===== src/rtl/usb_ctrl_pkg.sv =====
// usb_ctrl_pkg: shared PID codes, FSM state encodings, debug struct and
// default parameters for the USB endpoint protocol sequencer.
package usb_ctrl_pkg;

  // Decoded RX PIDs delivered by the receive path
  localparam logic [3:0] RXP_IDLE  = 4'd0;
  localparam logic [3:0] RXP_OUT   = 4'd1;
  localparam logic [3:0] RXP_IN    = 4'd2;
  localparam logic [3:0] RXP_DATA0 = 4'd3;
  localparam logic [3:0] RXP_ACK   = 4'd4;
  localparam logic [3:0] RXP_NAK   = 4'd5;

  // Packet codes handed to the transmit engine
  localparam logic [3:0] TXP_IDLE  = 4'd0;
  localparam logic [3:0] TXP_DATA0 = 4'd1;
  localparam logic [3:0] TXP_ACK   = 4'd2;
  localparam logic [3:0] TXP_NAK   = 4'd3;
  localparam logic [3:0] TXP_STALL = 4'd4;

  // Sequencer states
  typedef logic [2:0] state_t;
  localparam state_t ST_IDLE      = 3'd0;
  localparam state_t ST_RX_DATA   = 3'd1;
  localparam state_t ST_SEND_HS   = 3'd2;
  localparam state_t ST_SEND_DATA = 3'd3;
  localparam state_t ST_TX_WAIT   = 3'd4;
  localparam state_t ST_ACK_WAIT  = 3'd5;

  // Default sizing
  localparam int unsigned DEF_TIMEOUT_CYC = 144;
  localparam int unsigned DEF_MAX_OCC     = 64;

  // Observable internals for checkers
  typedef struct packed {
    state_t state;
    logic   rx_busy;
    logic   tx_busy;
    logic   halt;
  } ctrl_dbg_t;

  // NAK and STALL both refuse the transaction and both raise nak_sent
  function automatic logic is_refusal(input logic [3:0] code);
    return (code == TXP_NAK) || (code == TXP_STALL);
  endfunction

endpackage


===== src/rtl/usb_protocol_ctrl_if.sv =====
// usb_protocol_ctrl_if: RX/TX/AHB-side signals of the protocol sequencer.
// master = the sequencer, slave = the PHY engines and AHB status logic.
// Handshake: rx_data_ready, rx_error, tx_error, tx_start and all status
// outputs are single-cycle pulses with no back-pressure; rx_packet is
// valid only while rx_data_ready is high and tx_packet only while tx_start
// is high. tx_data_pend and the *_active signals are levels.
interface usb_protocol_ctrl_if;
  import usb_ctrl_pkg::*;

  logic [3:0] rx_packet;
  logic       rx_data_ready;
  logic       rx_transfer_active;
  logic       rx_error;
  logic       tx_transfer_active;
  logic       tx_error;
  logic [6:0] buffer_occupancy;
  logic       tx_data_pend;
  logic       ep_halt;
  logic [3:0] tx_packet;
  logic       tx_start;
  logic       d_mode;
  logic       clear_buffer;
  logic       rx_done;
  logic       tx_done;
  logic       nak_sent;
  logic       timeout_err;
  ctrl_dbg_t  dbg;

  modport master (
    input  rx_packet, rx_data_ready, rx_transfer_active, rx_error,
           tx_transfer_active, tx_error, buffer_occupancy, tx_data_pend, ep_halt,
    output tx_packet, tx_start, d_mode, clear_buffer, rx_done, tx_done,
           nak_sent, timeout_err, dbg
  );

  modport slave (
    output rx_packet, rx_data_ready, rx_transfer_active, rx_error,
           tx_transfer_active, tx_error, buffer_occupancy, tx_data_pend, ep_halt,
    input  tx_packet, tx_start, d_mode, clear_buffer, rx_done, tx_done,
           nak_sent, timeout_err, dbg
  );
endinterface


===== src/rtl/usb_ctrl_timeout.sv =====
// usb_ctrl_timeout: saturating cycle counter with synchronous clear and a
// terminal-count flag raised while enabled on count TIMEOUT_CYC-1.
module usb_ctrl_timeout #(
  parameter int unsigned TIMEOUT_CYC = 144
) (
  input  logic clk,
  input  logic n_rst,
  input  logic en,
  input  logic clr,
  output logic tc
);
  localparam int W = $clog2(TIMEOUT_CYC);

  logic [W-1:0] cnt_q, cnt_d;

  // Clear wins; otherwise count while enabled, holding at all-ones
  always_comb begin
    cnt_d = cnt_q;
    if (clr)                      cnt_d = '0;
    else if (en && cnt_q != '1)   cnt_d = cnt_q + 1'b1;
  end

  // Counter register
  always_ff @(posedge clk or negedge n_rst) begin
    if (!n_rst) cnt_q <= '0;
    else        cnt_q <= cnt_d;
  end

  assign tc = en && (cnt_q == W'(TIMEOUT_CYC - 1));
endmodule


===== src/rtl/usb_protocol_ctrl.sv =====
// usb_protocol_ctrl: endpoint protocol sequencer. Turns decoded RX packets
// into handshake/data launches, owns bus direction and the host-ACK timeout.
// Optional build macro USB_CTRL_STALL_EN: when defined, a halted endpoint
// answers IN and OUT-DATA0 with STALL; otherwise ep_halt has no effect.
module usb_protocol_ctrl
  import usb_ctrl_pkg::*;
#(
  parameter int unsigned TIMEOUT_CYC = DEF_TIMEOUT_CYC,
  parameter int unsigned MAX_OCC     = DEF_MAX_OCC
) (
  input logic               clk,
  input logic               n_rst,
  usb_protocol_ctrl_if.master bus
);
`ifdef USB_CTRL_STALL_EN
  localparam logic STALL_EN = 1'b1;
`else
  localparam logic STALL_EN = 1'b0;
`endif
  localparam logic [6:0] MAX_OCC_C = 7'(MAX_OCC);

  state_t     state_q, state_d;
  logic [3:0] tx_packet_q, tx_packet_d;
  logic       tx_start_q, tx_start_d;
  logic       d_mode_q, d_mode_d;
  logic       clear_q, clear_d;
  logic       rx_done_q, rx_done_d;
  logic       tx_done_q, tx_done_d;
  logic       nak_q, nak_d;
  logic       tout_q, tout_d;
  logic       data_sent_q, data_sent_d;
  logic       txa_prev_q, txa_prev_d;
  logic       halt, rx_ok, tx_fall, tmr_clr, tmr_en, tmr_tc;

  assign halt    = STALL_EN & bus.ep_halt;
  // rx_error suppresses a coincident rx_data_ready
  assign rx_ok   = bus.rx_data_ready & ~bus.rx_error;
  assign tx_fall = txa_prev_q & ~bus.tx_transfer_active;
  assign txa_prev_d = bus.tx_transfer_active;
  assign tmr_en  = (state_q == ST_ACK_WAIT);
  assign tmr_clr = (state_d == ST_ACK_WAIT) && (state_q != ST_ACK_WAIT);

  usb_ctrl_timeout #(.TIMEOUT_CYC(TIMEOUT_CYC)) u_timeout (
    .clk   (clk),
    .n_rst (n_rst),
    .en    (tmr_en),
    .clr   (tmr_clr),
    .tc    (tmr_tc)
  );

  // Next state plus registered (Moore) pulse outputs for the next cycle
  always_comb begin
    state_d     = state_q;
    tx_packet_d = TXP_IDLE;
    tx_start_d  = 1'b0;
    d_mode_d    = d_mode_q;
    clear_d     = 1'b0;
    rx_done_d   = 1'b0;
    tx_done_d   = 1'b0;
    nak_d       = 1'b0;
    tout_d      = 1'b0;
    data_sent_d = data_sent_q;
    case (state_q)
      ST_IDLE: begin
        d_mode_d = 1'b0;
        if (rx_ok && bus.rx_packet == RXP_OUT) begin
          state_d = ST_RX_DATA;
        end else if (rx_ok && bus.rx_packet == RXP_IN) begin
          tx_start_d = 1'b1;
          d_mode_d   = 1'b1;
          if (halt)                  tx_packet_d = TXP_STALL;
          else if (bus.tx_data_pend) tx_packet_d = TXP_DATA0;
          else                       tx_packet_d = TXP_NAK;
          state_d = (tx_packet_d == TXP_DATA0) ? ST_SEND_DATA : ST_SEND_HS;
          nak_d   = is_refusal(tx_packet_d);
        end
      end
      ST_RX_DATA: begin
        if (bus.rx_error || (rx_ok && bus.rx_packet != RXP_DATA0)) begin
          clear_d = 1'b1;
          state_d = ST_IDLE;
        end else if (rx_ok) begin
          state_d    = ST_SEND_HS;
          tx_start_d = 1'b1;
          d_mode_d   = 1'b1;
          if (halt) begin
            tx_packet_d = TXP_STALL;
            clear_d     = 1'b1;
          end else if (bus.buffer_occupancy < MAX_OCC_C) begin
            tx_packet_d = TXP_ACK;
            rx_done_d   = 1'b1;
          end else begin
            tx_packet_d = TXP_NAK;
            clear_d     = 1'b1;
          end
          nak_d = is_refusal(tx_packet_d);
        end
      end
      ST_SEND_HS: begin
        data_sent_d = 1'b0;
        state_d     = ST_TX_WAIT;
      end
      ST_SEND_DATA: begin
        data_sent_d = 1'b1;
        state_d     = ST_TX_WAIT;
      end
      ST_TX_WAIT: begin
        if (bus.tx_error) begin
          d_mode_d    = 1'b0;
          data_sent_d = 1'b0;
          state_d     = ST_IDLE;
        end else if (tx_fall) begin
          d_mode_d = 1'b0;
          state_d  = data_sent_q ? ST_ACK_WAIT : ST_IDLE;
        end
      end
      ST_ACK_WAIT: begin
        if (bus.rx_error) begin
          state_d = ST_IDLE;
        end else if (rx_ok && bus.rx_packet == RXP_ACK) begin
          tx_done_d = 1'b1;
          state_d   = ST_IDLE;
        end else if (rx_ok && bus.rx_packet == RXP_NAK) begin
          state_d = ST_IDLE;
        end else if (tmr_tc) begin
          tout_d  = 1'b1;
          state_d = ST_IDLE;
        end
      end
      default: state_d = ST_IDLE;
    endcase
  end

  // State and output registers; reset aborts any transaction silently
  always_ff @(posedge clk or negedge n_rst) begin
    if (!n_rst) begin
      state_q     <= ST_IDLE;
      tx_packet_q <= TXP_IDLE;
      tx_start_q  <= 1'b0;
      d_mode_q    <= 1'b0;
      clear_q     <= 1'b0;
      rx_done_q   <= 1'b0;
      tx_done_q   <= 1'b0;
      nak_q       <= 1'b0;
      tout_q      <= 1'b0;
      data_sent_q <= 1'b0;
      txa_prev_q  <= 1'b0;
    end else begin
      state_q     <= state_d;
      tx_packet_q <= tx_packet_d;
      tx_start_q  <= tx_start_d;
      d_mode_q    <= d_mode_d;
      clear_q     <= clear_d;
      rx_done_q   <= rx_done_d;
      tx_done_q   <= tx_done_d;
      nak_q       <= nak_d;
      tout_q      <= tout_d;
      data_sent_q <= data_sent_d;
      txa_prev_q  <= txa_prev_d;
    end
  end

  assign bus.tx_packet    = tx_packet_q;
  assign bus.tx_start     = tx_start_q;
  assign bus.d_mode       = d_mode_q;
  assign bus.clear_buffer = clear_q;
  assign bus.rx_done      = rx_done_q;
  assign bus.tx_done      = tx_done_q;
  assign bus.nak_sent     = nak_q;
  assign bus.timeout_err  = tout_q;
  assign bus.dbg = '{state: state_q, rx_busy: bus.rx_transfer_active,
                     tx_busy: bus.tx_transfer_active, halt: bus.ep_halt};
endmodule


===== src/flat_wrapper.sv =====
// flat-port wrapper written by rule: the top's interface ports become plain ports
module usb_protocol_ctrl_flat import usb_ctrl_pkg::*;
#(
  parameter int unsigned TIMEOUT_CYC = DEF_TIMEOUT_CYC,
  parameter int unsigned MAX_OCC     = DEF_MAX_OCC
)
  (clk, n_rst, bus_rx_packet, bus_rx_data_ready, bus_rx_transfer_active, bus_rx_error, bus_tx_transfer_active, bus_tx_error, bus_buffer_occupancy, bus_tx_data_pend, bus_ep_halt, bus_tx_packet, bus_tx_start, bus_d_mode, bus_clear_buffer, bus_rx_done, bus_tx_done, bus_nak_sent, bus_timeout_err, bus_dbg);
  usb_protocol_ctrl_if bus_i ();
  input logic clk;
  input logic n_rst;
  input wire logic [$bits(bus_i.rx_packet)-1:0] bus_rx_packet;
  input wire logic [$bits(bus_i.rx_data_ready)-1:0] bus_rx_data_ready;
  input wire logic [$bits(bus_i.rx_transfer_active)-1:0] bus_rx_transfer_active;
  input wire logic [$bits(bus_i.rx_error)-1:0] bus_rx_error;
  input wire logic [$bits(bus_i.tx_transfer_active)-1:0] bus_tx_transfer_active;
  input wire logic [$bits(bus_i.tx_error)-1:0] bus_tx_error;
  input wire logic [$bits(bus_i.buffer_occupancy)-1:0] bus_buffer_occupancy;
  input wire logic [$bits(bus_i.tx_data_pend)-1:0] bus_tx_data_pend;
  input wire logic [$bits(bus_i.ep_halt)-1:0] bus_ep_halt;
  output wire logic [$bits(bus_i.tx_packet)-1:0] bus_tx_packet;
  output wire logic [$bits(bus_i.tx_start)-1:0] bus_tx_start;
  output wire logic [$bits(bus_i.d_mode)-1:0] bus_d_mode;
  output wire logic [$bits(bus_i.clear_buffer)-1:0] bus_clear_buffer;
  output wire logic [$bits(bus_i.rx_done)-1:0] bus_rx_done;
  output wire logic [$bits(bus_i.tx_done)-1:0] bus_tx_done;
  output wire logic [$bits(bus_i.nak_sent)-1:0] bus_nak_sent;
  output wire logic [$bits(bus_i.timeout_err)-1:0] bus_timeout_err;
  output wire logic [$bits(bus_i.dbg)-1:0] bus_dbg;
  assign bus_i.rx_packet = bus_rx_packet;
  assign bus_i.rx_data_ready = bus_rx_data_ready;
  assign bus_i.rx_transfer_active = bus_rx_transfer_active;
  assign bus_i.rx_error = bus_rx_error;
  assign bus_i.tx_transfer_active = bus_tx_transfer_active;
  assign bus_i.tx_error = bus_tx_error;
  assign bus_i.buffer_occupancy = bus_buffer_occupancy;
  assign bus_i.tx_data_pend = bus_tx_data_pend;
  assign bus_i.ep_halt = bus_ep_halt;
  assign bus_tx_packet = bus_i.tx_packet;
  assign bus_tx_start = bus_i.tx_start;
  assign bus_d_mode = bus_i.d_mode;
  assign bus_clear_buffer = bus_i.clear_buffer;
  assign bus_rx_done = bus_i.rx_done;
  assign bus_tx_done = bus_i.tx_done;
  assign bus_nak_sent = bus_i.nak_sent;
  assign bus_timeout_err = bus_i.timeout_err;
  assign bus_dbg = bus_i.dbg;
  usb_protocol_ctrl #(.TIMEOUT_CYC(TIMEOUT_CYC), .MAX_OCC(MAX_OCC)) u_core (.clk(clk), .n_rst(n_rst), .bus(bus_i));
endmodule

===== config.mk =====
export PLATFORM = sky130hd
export DESIGN_NAME = usb_protocol_ctrl_flat
export DESIGN_NICKNAME = d
export VERILOG_FILES = /design/src/rtl/usb_ctrl_pkg.sv /design/src/rtl/usb_protocol_ctrl_if.sv /design/src/rtl/usb_ctrl_timeout.sv /design/src/rtl/usb_protocol_ctrl.sv /design/src/flat_wrapper.sv
export SDC_FILE = /design/constraint.sdc
export NUM_CORES = 1
export LEC_CHECK = 0
export BUFFER_PORTS_ARGS = -buffer_cell sky130_fd_sc_hd__clkbuf_2
export CAP_MARGIN = 10
export CELL_PAD_IN_SITES_DETAIL_PLACEMENT = 0
export CELL_PAD_IN_SITES_GLOBAL_PLACEMENT = 1
export CORE_ASPECT_RATIO = 0.8
export CORE_MARGIN = 3
export CORE_UTILIZATION = 42
export CTS_BUF_LIST = sky130_fd_sc_hd__clkbuf_4
export DETAILED_ROUTE_END_ITERATION = 6
export PLACE_DENSITY_LB_ADDON = 0.12
export RECOVER_POWER = 50
export SYNTH_ARGS = -nofsm -noshare
export SYNTH_HDL_FRONTEND = slang
export SYNTH_SLANG_ARGS = --single-unit

===== constraint.sdc =====
create_clock -name clk -period 2.5 [get_ports clk]
set_input_delay 0.125 -clock clk [delete_from_list [all_inputs] [get_ports clk]]
set_output_delay 0.125 -clock clk [all_outputs]
set_load 0.01 [all_outputs]

# Word level (Yosys, flattened, before mapping)
# Cells that the tools add are included.
[word_totals] word_cells=120 input_bits=20 output_inout_bits=17 ff_bits=24
[classes] mux=61 magnitude_cmp=1 n_eq_ne=23 bitwise_logic=4 addsub=1 n_reduce_logical=18
[ops] cell="4-bit two-way mux" n=10
[ops] cell="3-bit two-way mux" n=11
[ops] cell="1-bit two-way mux" n=31
[ops] cell="4-bit by 3-bit == test with 1-bit output (second input constant)" n=4
[ops] cell="8-bit two-way mux" n=2
[ops] cell="3-bit one-hot mux with 5 select lines" n=1
[ops] cell="4-bit by 2-bit == test with 1-bit output (second input constant)" n=3
[ops] cell="3-bit == test (second input constant)" n=3
[ops] cell="8-bit by 1-bit adder with 8-bit output (second input constant)" n=1
[ops] cell="4-bit by 1-bit == test with 1-bit output (second input constant)" n=2
[ops] cell="8-bit == test (second input constant)" n=1
[ops] cell="1-bit logical AND" n=8
[ops] cell="8-bit inequality test (second input constant)" n=1
[ops] cell="4-bit one-hot mux with 2 select lines" n=1
[ops] cell="7-bit less-than comparator (second input constant)" n=1
[ops] cell="3-bit by 2-bit == test with 1-bit output (second input constant)" n=2
[ops] cell="1-bit one-hot mux with 3 select lines" n=2
[ops] cell="3-bit nonzero test" n=2
[ops] cell="2-bit inequality test (second input constant)" n=2
[ops] cell="4-bit by 2-bit inequality test with 1-bit output (second input constant)" n=1
[ops] cell="1-bit one-hot mux with 2 select lines" n=2
[ops] cell="4-bit AND reduction" n=1
[ops] cell="3-bit by 1-bit == test with 1-bit output (second input constant)" n=1
[ops] cell="3-bit zero test" n=1
[ops] cell="other kinds (10)" n=14

# Longest topological paths before layout
# Gate-level depths: netlist (run 1).
[logic_depth] ltp_word=14 ltp_mapped=6 ltp_nobuf=5

# By module
# A second synthesis (run 1) with hierarchy kept.
[unflattened] cells_unflattened=115 area_unflattened_um2=1202.4
[by_module_without_submodules] module="usb_protocol_ctrl" cells_per_inst=67 n_inst=1 seq_area_each_um2=350.3 area_each_um2=711.9
[by_module_without_submodules] module="usb_ctrl_timeout" cells_per_inst=48 n_inst=1 seq_area_each_um2=200.2 area_each_um2=490.5

# Worst setup path after synthesis (run 1)
# OpenSTA, ideal clock, no wires.
[synth_path] path_kind="register to register" start="register u_core.state_q[1]" end="register u_core.u_timeout.cnt_q[7]" stages_incl_launch_ff=7 setup_ns=0.123 arrival_time_ns=1.311 required_time_ns=2.377 path_buffers=2 synth_period_minus_slack_ns=1.434 slack_ns=1.066 cell_sequence="dfrtp_1 -> buf_4 -> nor4b_2 -> and3_1 -> buf_4 -> nand2b_1 -> mux2i_1"
[synth_via] elab_chain_cells=10 word_cells_on_any_way=25 cone_classes="7 x eq/ne; 12 x mux; 6 x reduce/logical"
[synth_rtl] item="from (decl)" line="usb_protocol_ctrl.sv:22" rtl="state_t state_q, state_d;"
[synth_rtl] item="from (signal assigned)" line="usb_protocol_ctrl.sv:149" rtl="state_q <= state_d;"
[synth_rtl] item="3-bit == test" line="usb_protocol_ctrl.sv:40, usb_protocol_ctrl.sv:63"
[synth_rtl] item="1-bit logical AND" line="usb_ctrl_timeout.sv:29" rtl="assign tc = en && (cnt_q == W'(TIMEOUT_CYC - 1));"
[synth_rtl] item="3-bit two-way mux" line="usb_protocol_ctrl.sv:125" rtl="end else if (tmr_tc) begin"
[synth_rtl] item="3-bit two-way mux" line="usb_protocol_ctrl.sv:123" rtl="end else if (rx_ok && bus.rx_packet == RXP_NAK) begin"
[synth_rtl] item="3-bit two-way mux" line="usb_protocol_ctrl.sv:120" rtl="end else if (rx_ok && bus.rx_packet == RXP_ACK) begin"
[synth_rtl] item="3-bit two-way mux" line="usb_protocol_ctrl.sv:118" rtl="if (bus.rx_error) begin"
[synth_rtl] item="3-bit one-hot mux with 5 select lines" line="usb_protocol_ctrl.sv:63" rtl="case (state_q)"
[synth_rtl] item="3-bit == test" line="usb_protocol_ctrl.sv:41" rtl="assign tmr_clr = (state_d == ST_ACK_WAIT) && (state_q != ST_ACK_WAIT);"
[synth_rtl] item="1-bit logical AND" line="usb_protocol_ctrl.sv:41"
[synth_rtl] item="8-bit two-way mux or 2-bit nonzero test (tied branches)"
[synth_rtl] item="to (signal assigned)" line="usb_ctrl_timeout.sv:26" rtl="else cnt_q <= cnt_d;"
[synth_rtl] item="to (decl)" line="usb_ctrl_timeout.sv:14" rtl="logic [W-1:0] cnt_q, cnt_d;"
# Several ways; a longest one is shown, not always the timed one.
# A chain may end at the register's enable or synchronous reset.

# Worst setup path after layout (run 1)
[layout_path] start="register u_core.state_q[0]" end="register u_core.u_timeout.cnt_q[7]"
# The elaborated chain is that of the path after synthesis.

==> results.cfg, run 1 <==
[run_status]
run_status = finished clean

[hold_path]
timing.hold.worst_endpoint = u_core.bus.tx_done
hp-start = bus_rx_packet[0]
min_path_cells = 2
hold_path.class = in2reg

[floorplanning]
floorplan.core_area_um2 = 2520
start_util = 0.455
io_pins = 37
std_cell_rows = 16
die_x_um = 64.5
overall_die_area_um2 = 3400
die-height_um = 52.8

[global_route]
antenna_found_initial = 0
grt_pass1_wl_um = 4200
first_global_vias = 900
grt-ovfl-total = 0
gr-usage-all-layers = 0.163
largest_net_degree_at_the_start_of_global_routing = 23

[sta]
fin_tns_setup_ns = 0
grt_setup_unrepaired = no
finalSetupViolations = 0
min_period_over_period = 0.668
finalHoldViolCount = 0
worst_clock_skew_ns = 0.00562
slew_headroom = 0.200
setup_ws_ns = 0.831
clock.fmax_ghz = 0.599
worstMarginPinSlew_ns = 1.20
final_period_minus_worst_setup_slack_ns = 1.67
slew_violations = 0

[worst_setup_path]
crit_path_cell_trace = nor4b_2 -> and3_1 -> nand2b_1 -> mux2i_1
critical-path-max-stage-delay_ns = 0.56
criticalPathCategory = reg2reg
critPathTopFamily = simple AND/OR/NAND/NOR gates
timing.rr.start = u_core.state_q[0]
required_ns = 2.70
reg2reg_setup_slack_ns = 0.83
worstPathBufferInverterCount = 0
worstReg2RegEnd = u_core.u_timeout.cnt_q[7]
worst_path_max_delay_cell = sky130_fd_sc_hd__dfrtp_1
worst-path-max-fanout = 12
critPathArrivalTime_ns = 1.87
end_kind = register
setup.worst_path.start = u_core.state_q[0]
start_kind = register
r2r.worst_path.cells = 4

[layout]
instances_no_fill = 175
antenna_cells_inserted = 0
layout-area-overhead-vs-synth_pct = 13.4
design.final.nets = 162
final_std_cell_area_no_fill_um2 = 1300
layout.core_utilization = 0.516
drive_gt1_frac = 0.187

[logic_synthesis]
synth_cell_area_um2 = 1150
number_of_warnings_issued_by_yosys = 0
postSynthRegisterBits = 22
synth-edff-count = 0
postSynthAreaPerCell_um2 = 9.90
postSynth.topFlopCell = sky130_fd_sc_hd__dfrtp_1
synth_cell_types = 38
synthArstFlopShare = 1.00
synth-seq-area-share = 0.479
syn-instance-count = 116

[clock_tree]
post_cts.repair.setup_buffers = 0
deepest_clock_path_buffer_count = 2
clk_pin_slew_ns = 0.12
cts_bufs_inserted = 3
cts_num_sinks = 22
tritoncts_clock_tree = built
clkLatencyLatePin_ns = 0.30
clockRootBuffer = sky130_fd_sc_hd__clkbuf_4
htree_levels = 1

[routing]
first_pass_iters = 4
detail_routed_net_length_per_standard_cell_um = 13.8
dr_total_vias = 916
initialDrtViolationCount = 36
vias_per_cell = 5.23
detail-route-antenna-nets = 0
routed_wl_um = 2410
drc_errors = 0

[place]
dp.final_hpwl_um = 1770
port_buffers = 24
dpl.cell_count = 169
placed_area_um2 = 1260
dp_worst_setup_slack_ns = 0.841
place_congestion = 0.737

[run]
drv_cap = 0

[power]
ir_drop_uv = 303
lkg_pwr_nw = 0.624
power_density_nw_per_um2 = 725
==> placed cells by master (no fill, tap or decap), types with 2 or more instances in the layout <==
master                           n
sky130_fd_sc_hd__a21oi_1         9
sky130_fd_sc_hd__and3_1          3
sky130_fd_sc_hd__and4_1          3
sky130_fd_sc_hd__clkbuf_1        6
sky130_fd_sc_hd__clkbuf_2       18
sky130_fd_sc_hd__clkbuf_4        3
sky130_fd_sc_hd__conb_1          2
sky130_fd_sc_hd__dfrtp_1        22
sky130_fd_sc_hd__dlygate4sd3_1   3
sky130_fd_sc_hd__inv_1           5
sky130_fd_sc_hd__mux2i_1         2
sky130_fd_sc_hd__nand2_1         8
sky130_fd_sc_hd__nand2b_1        2
sky130_fd_sc_hd__nand3_1         6
sky130_fd_sc_hd__nor2_1          9
sky130_fd_sc_hd__nor2b_1         4
sky130_fd_sc_hd__nor3_1          6
sky130_fd_sc_hd__o21ai_0         4
sky130_fd_sc_hd__xnor2_1         2
==> registers in the layout, summed over array words and instances (netlist names) <==
signal,flops
u_core.bus.tx_start,1
u_core.txa_prev_q,1
u_core.bus.tx_packet,2
u_core.bus.timeout_err,1
u_core.bus.clear_buffer,1
u_core.bus.rx_done,1
u_core.u_timeout.cnt_q,8
u_core.bus.tx_done,1
u_core.bus.nak_sent,1
u_core.state_q,3
u_core.data_sent_q,1
u_core.bus.d_mode,1
==> how the worst max path moves through the flow <==
stage                                           end  slack, ns  depth (start not counted)
after floorplan           u_core.u_timeout.cnt_q[7]       1.07                          6
after global placement    u_core.u_timeout.cnt_q[7]       0.87                          4
after detailed placement  u_core.u_timeout.cnt_q[7]       0.84                          4
after CTS                 u_core.u_timeout.cnt_q[7]       0.81                          4
after global routing      u_core.u_timeout.cnt_q[7]       0.67                          4
final                     u_core.u_timeout.cnt_q[7]       0.83                          4
==> through the flow <==
| step | power, mW | hold WS (ns) |
|---|---|---|
| 2_1_floorplan | 0.715 | -0.171 |
| 3_3_place_gp | 0.781 | 0.134 |
| 3_5_place_dp | 0.792 | 0.151 |
| 4_1_cts | 0.959 | 0.0700 |
| 5_1_grt | 1.03 | 0.0797 |
| 6_report | 0.945 | 0.0909 |
==> repair_timing <==
item	CTS	global route
hold buffers	3	0
endpoints found under the hold margin	24	0
gates resized for setup	0	0
==> power by group <==
group          switching (mW)  internal [mW]
clock                  0.0999         0.0561
sequential             0.0953          0.424
combinational           0.156          0.113
total                   0.352          0.593
==> area by class of cell <==
cell class | instances | area (um^2)
fill | 252 | 1220
sequential | 22 | 551
multi-input combinational | 82 | 523
tap | 36 | 45.0
inverter | 5 | 18.8
clock buffer | 3 | 22.5
timing repair buffer | 27 | 143
==> logic make-up after synthesis <==
logic type	count (synthesis)	synth area share
buffers and inverters	13	0.0686
multiplexers	2	0.0174
other	1	0.00326
flip-flops	22	0.479
XOR/XNOR	3	0.0229
adder cells (fa/ha/maj)	1	0.0109
AO/OA/AOI/OAI	21	0.111
AND/OR/NAND/NOR	53	0.287
==> metal layers <==
metal	GRT usage	vias to the layer above	share of wire
met1	0.220	437	0.49
li1	-	454	-
met5	0	-	0
met3	0.0558	2	0.058
met2	0.259	23	0.45
met4	0.0211	0	0.0050
==> synth_stat cells (3+ instances only) <==
cell	n	area, um^2
sky130_fd_sc_hd__a21oi_1	9	45.0
sky130_fd_sc_hd__nor2_1	9	33.8
sky130_fd_sc_hd__nor2b_1	4	25.0
sky130_fd_sc_hd__and4_1	3	26.3
sky130_fd_sc_hd__and3_1	3	18.8
sky130_fd_sc_hd__buf_4	8	60.1
sky130_fd_sc_hd__nand2_1	8	30.0
sky130_fd_sc_hd__inv_1	5	18.8
sky130_fd_sc_hd__nor3_1	6	30.0
sky130_fd_sc_hd__nand3_1	6	30.0
sky130_fd_sc_hd__dfrtp_1	22	551
sky130_fd_sc_hd__o21ai_0	4	20.0
No activity file was read; power rests on OpenSTA's default activity.
==> run 2: changes to the inputs <==
--- a/config.mk
+++ b/config.mk
@@ -11,7 +11,7 @@
 export CELL_PAD_IN_SITES_GLOBAL_PLACEMENT = 1
 export CORE_ASPECT_RATIO = 0.8
 export CORE_MARGIN = 3
-export CORE_UTILIZATION = 42
+export CORE_UTILIZATION = 39
 export CTS_BUF_LIST = sky130_fd_sc_hd__clkbuf_4
 export DETAILED_ROUTE_END_ITERATION = 6
 export PLACE_DENSITY_LB_ADDON = 0.12
==> constraint.sdc (replaced) <==
create_clock -name clk -period 1.6 [get_ports clk]
set_input_delay 0.08 -clock clk [delete_from_list [all_inputs] [get_ports clk]]
set_output_delay 0.08 -clock clk [all_outputs]
set_load 0.01 [all_outputs]
==> results.cfg, run 2 (synthesized netlist as in run 1, its figures left out) <==
[routing]
initialDrtViolationCount = 45
vias_per_cell = 5.15
dr_total_vias = 938
detail_routed_net_length_per_standard_cell_um = 13.1
routed_wl_um = 2390
drc_errors = 0
detail-route-antenna-nets = 0
first_pass_iters = 4

[worst_setup_path]
critPathArrivalTime_ns = 1.68
criticalPathCategory = reg2reg
start_kind = register
setup.worst_path.start = u_core.state_q[1]
timing.rr.start = u_core.state_q[1]
worst-path-max-fanout = 9
required_ns = 1.81
end_kind = register
reg2reg_setup_slack_ns = 0.13

[power]
lkg_pwr_nw = 0.657
switching_share = 0.372
ir_drop_uv = 762
clock_network_fraction_of_design_power = 0.172
power_density_nw_per_um2 = 1120
p_seq_frac = 0.520
netSwitchingPower_mw = 0.568
logic_pwr_share = 0.308
cell_internal_pwr_mw = 0.958

[clock_tree]
clk_pin_slew_ns = 0.12
post_cts.repair.setup_buffers = 0
cts_bufs_inserted = 3
tritoncts_clock_tree = built
clkLatencyLatePin_ns = 0.31
clockRootBuffer = sky130_fd_sc_hd__clkbuf_4
htree_levels = 1
deepest_clock_path_buffer_count = 2
cts_num_sinks = 22

[sta]
setup_ws_ns = 0.134
slew_headroom = 0.624
clock.fmax_ghz = 0.682
fin_tns_setup_ns = 0
finalHoldViolCount = 0
worst_clock_skew_ns = 0.00195
min_period_over_period = 0.916
finalSetupViolations = 0
worstMarginPinSlew_ns = 0.564
final_period_minus_worst_setup_slack_ns = 1.47
grt_setup_unrepaired = no
slew_violations = 0

[layout]
largest_reg_flops = 8
antenna_cells_inserted = 0
mostFrequentLayoutCell = sky130_fd_sc_hd__dfrtp_1
layout-area-overhead-vs-synth_pct = 18.8
registers.top_by_ff_count = u_core.u_timeout.cnt_q
most_frequent_cells_in_the_layout = sky130_fd_sc_hd__dfrtp_1, sky130_fd_sc_hd__clkbuf_2, sky130_fd_sc_hd__nor2_1, sky130_fd_sc_hd__a21oi_1, sky130_fd_sc_hd__nand2_1
drive_gt1_frac = 0.226
design.final.nets = 168
instances_no_fill = 182

[floorplanning]
floorplan.core_area_um2 = 2620
start_util = 0.438
io_pins = 37
die_x_um = 66.7
overall_die_area_um2 = 3640
die-height_um = 54.5
std_cell_rows = 16

[global_route]
first_global_vias = 867
largest_net_degree_at_the_start_of_global_routing = 23
antenna_found_initial = 0
grt-ovfl-total = 0
gr-usage-all-layers = 0.156
grt_pass1_wl_um = 4150

[hold_path]
hp-start = bus_rx_packet[0]
hold_path.class = in2reg

[place]
dp_worst_setup_slack_ns = 0.102
dp.final_hpwl_um = 1750
port_buffers = 24
place_congestion = 0.784
dpl.cell_count = 174

[run]
drv_cap = 0

[run_status]
run_status = finished clean
run 2: timing repair:
item                                   in CTS  in global routing
hold buffers                                4                  0
endpoints found under the hold margin      25                  0
gates resized for setup                     0                  2
setup endpoints to repair                   0                  1
run 2: cell type report:
| class | count | area (um^2) |
|---|---|---|
| fill | 257 | 1260 |
| sequential | 22 | 552 |
| multi-input combinational | 82 | 532 |
| timing repair buffer | 33 | 191 |
| tap | 36 | 45.0 |
| clock buffer | 3 | 22.5 |
| inverter | 5 | 18.8 |
| clock inverter | 1 | 3.75 |
run 2: per-stage QoR:
step | area, um^2 | utilization | hold slack, ns | total power [mW]
after floorplan | 1150 | - | -0.216 | 1.12
after global placement | 1290 | 0.494 | 0.101 | 1.25
after detailed placement | 1290 | 0.494 | 0.104 | 1.26
after CTS | 1360 | 0.519 | 0.00542 | 1.53
after global routing | 1370 | 0.521 | 0.0212 | 1.65
final | 1370 | 0.521 | 0.0190 | 1.53
run 2: worst paths after layout:
kind | end | depth (start not counted)
max in group asynchronous | u_core.state_q[2] | 2
worst max-delay path | u_core.u_timeout.cnt_q[7] | 5
worst min register to register | u_core.u_timeout.cnt_q[7] | 1
worst min-delay path | u_core.bus.tx_done | 2
worst max register to register | u_core.u_timeout.cnt_q[7] | 5
min in group asynchronous | u_core.bus.tx_packet[1] | 2
run 2: power groups by stage:
stage,clock [mW],sequential (mW),combinational [mW]
6_report,0.263,0.793,0.470
2_1_floorplan,0,0.773,0.343
5_1_grt,0.305,0.813,0.536
4_1_cts,0.276,0.788,0.469
3_5_place_dp,0,0.801,0.458
3_3_place_gp,0,0.796,0.457
run 2: layer usage:
| layer | GRT usage | up-vias | wire length [um] |
|---|---|---|---|
| met3 | 0.0513 | 2 | 179 |
| met5 | 0 | - | 0 |
| li1 | - | 469 | - |
| met1 | 0.218 | 436 | 1260 |
| met4 | 0.0405 | 0 | 19 |
| met2 | 0.230 | 31 | 932 |
run 2: critical path, stage by stage, from the launching register on:
cell and delay, ns:
sky130_fd_sc_hd__dfrtp_1 0.51, sky130_fd_sc_hd__nor4b_4 0.34, sky130_fd_sc_hd__and3_1 0.19, sky130_fd_sc_hd__buf_4 0.16
sky130_fd_sc_hd__nand2b_1 0.11, sky130_fd_sc_hd__mux2i_1 0.06
==> run 3: changes to the inputs <==
--- a/config.mk
+++ b/config.mk
@@ -9,13 +9,13 @@
 export CAP_MARGIN = 10
 export CELL_PAD_IN_SITES_DETAIL_PLACEMENT = 0
 export CELL_PAD_IN_SITES_GLOBAL_PLACEMENT = 1
-export CORE_ASPECT_RATIO = 0.8
+export CORE_ASPECT_RATIO = 0.7
 export CORE_MARGIN = 3
 export CORE_UTILIZATION = 39
 export CTS_BUF_LIST = sky130_fd_sc_hd__clkbuf_4
 export DETAILED_ROUTE_END_ITERATION = 6
 export PLACE_DENSITY_LB_ADDON = 0.12
-export RECOVER_POWER = 50
+export RECOVER_POWER = 100
 export SYNTH_ARGS = -nofsm -noshare
 export SYNTH_HDL_FRONTEND = slang
 export SYNTH_SLANG_ARGS = --single-unit
==> results.cfg, run 3 (synthesized netlist as in run 1, its figures left out) <==
[run]
drv_cap = 0

[power]
ir_drop_uv = 547
power_density_nw_per_um2 = 1110
lkg_pwr_nw = 0.636
design_power_total_mw = 1.52

[global_route]
grt_pass1_wl_um = 4530
first_global_vias = 950
grt-ovfl-total = 0
antenna_found_initial = 0
gr-usage-all-layers = 0.160
largest_net_degree_at_the_start_of_global_routing = 23

[floorplanning]
die_x_um = 70.9
io_pins = 37
floorplan.core_area_um2 = 2630
die-height_um = 51.4
std_cell_rows = 15
overall_die_area_um2 = 3640
start_util = 0.437

[sta]
fin_tns_setup_ns = 0
worstMarginPinSlew_ns = 0.561
fin_hold_ws_ns = 0.0562
grt_setup_unrepaired = no
finalHoldViolCount = 0
worst_clock_skew_ns = 0.00539
final_period_minus_worst_setup_slack_ns = 1.48
finalSetupViolations = 0
min_period_over_period = 0.926
slew_headroom = 0.626
slew_violations = 0
clock.fmax_ghz = 0.675

[clock_tree]
tritoncts_clock_tree = built
deepest_clock_path_buffer_count = 2
htree_levels = 1
clk_pin_slew_ns = 0.13
clockRootBuffer = sky130_fd_sc_hd__clkbuf_4
cts_bufs_inserted = 3
cts_num_sinks = 22
clkLatencyLatePin_ns = 0.31

[worst_setup_path]
critPathArrivalTime_ns = 1.74
start_kind = register
worst-path-max-fanout = 7
criticalPathCategory = reg2reg
end_kind = register
r2r.worst_path.cells = 3
required_ns = 1.86

[hold_path]
min_path_cells = 3
hold_path.class = in2reg

[layout]
registers.top_by_ff_count = u_core.u_timeout.cnt_q
largest_reg_flops = 8
final_std_cell_area_no_fill_um2 = 1370
layout-area-overhead-vs-synth_pct = 19.3
most_frequent_cells_in_the_layout = sky130_fd_sc_hd__dfrtp_1, sky130_fd_sc_hd__clkbuf_1, sky130_fd_sc_hd__clkbuf_2
drive_gt1_frac = 0.167
design.final.nets = 172
layout.core_utilization = 0.521
mostFrequentLayoutCell = sky130_fd_sc_hd__dfrtp_1
antenna_cells_inserted = 0

[place]
place_congestion = 0.778
placed_area_um2 = 1300
port_buffers = 24
dp.final_hpwl_um = 1880

[routing]
drc_errors = 0
first_pass_iters = 4
dr_total_vias = 975
initialDrtViolationCount = 61
routed_wl_um = 2570
detail-route-antenna-nets = 0
vias_per_cell = 5.30
detail_routed_net_length_per_standard_cell_um = 14.0

[run_status]
run_status = finished clean
## run 3: cell count changes in the layout (fill, tap and decap cells not counted), sizes merged
| cell | previous run | this run |
|---|---|---|
| clkbuf | 27 | 31 |
| dlygate4sd3 | 4 | 5 |
| buf | 5 | 4 |
## run 3: metal layers
layer  track usage  routed length [um]
met5             0                   0
met4        0.0344                  13
met3        0.0589                 203
met2         0.234                1050
met1         0.226                1300
## run 3: path summary, 6_finish.rpt
check,from,endpoint,slack (ns)
worst max-delay path,u_core.state_q[1],u_core.bus.tx_done,0.12
worst max register to register,u_core.state_q[1],u_core.bus.tx_done,0.12
min in group asynchronous,n_rst,u_core.bus.nak_sent,0.28
max in group asynchronous,n_rst,u_core.state_q[2],0.92
worst min register to register,u_core.u_timeout.cnt_q[7],u_core.u_timeout.cnt_q[7],0.51
worst min-delay path,bus_tx_data_pend,u_core.bus.tx_packet[1],0.06
## run 3: where the power goes
part | switching, mW | internal (mW)
Clock | 0.171 | 0.0911
Sequential | 0.132 | 0.663
Combinational | 0.277 | 0.188
## run 3: metrics by stage
| step | setup slack, ns | cells |
|---|---|---|
| 2_1_floorplan | 0.166 | 117 |
| 6_report | 0.118 | 184 |
| 3_5_place_dp | 0.115 | 173 |
| 3_3_place_gp | 0.165 | 173 |
| 4_1_cts | 0.0339 | 182 |
| 5_1_grt | 0.0146 | 184 |
## run 3: final cells by class
cell class / count / area, um^2
Clock buffer: 3 / 22.5
Clock inverter: 1 / 3.75
Fill cell: 262 / 1260
Inverter: 5 / 18.8
Multi-Input combinational cell: 82 / 531
Sequential cell: 22 / 553
Tap cell: 34 / 42.5
Timing Repair Buffer: 37 / 199
## run 3: timing repair
action                                  in CTS  in global routing
buffers inserted                             0                  2
gates resized for setup                      0                  4
hold buffers                                 5                  0
endpoints found under the setup margin       0                  3
hold endpoints to repair                    25                  0
## run 3: critical path, cell delays in order (launching register included)
cell and delay (ns):
sky130_fd_sc_hd__dfrtp_2 0.48, sky130_fd_sc_hd__nand3b_4 0.23, sky130_fd_sc_hd__nor3_2 0.17, sky130_fd_sc_hd__dlygate4sd3_1 0.55
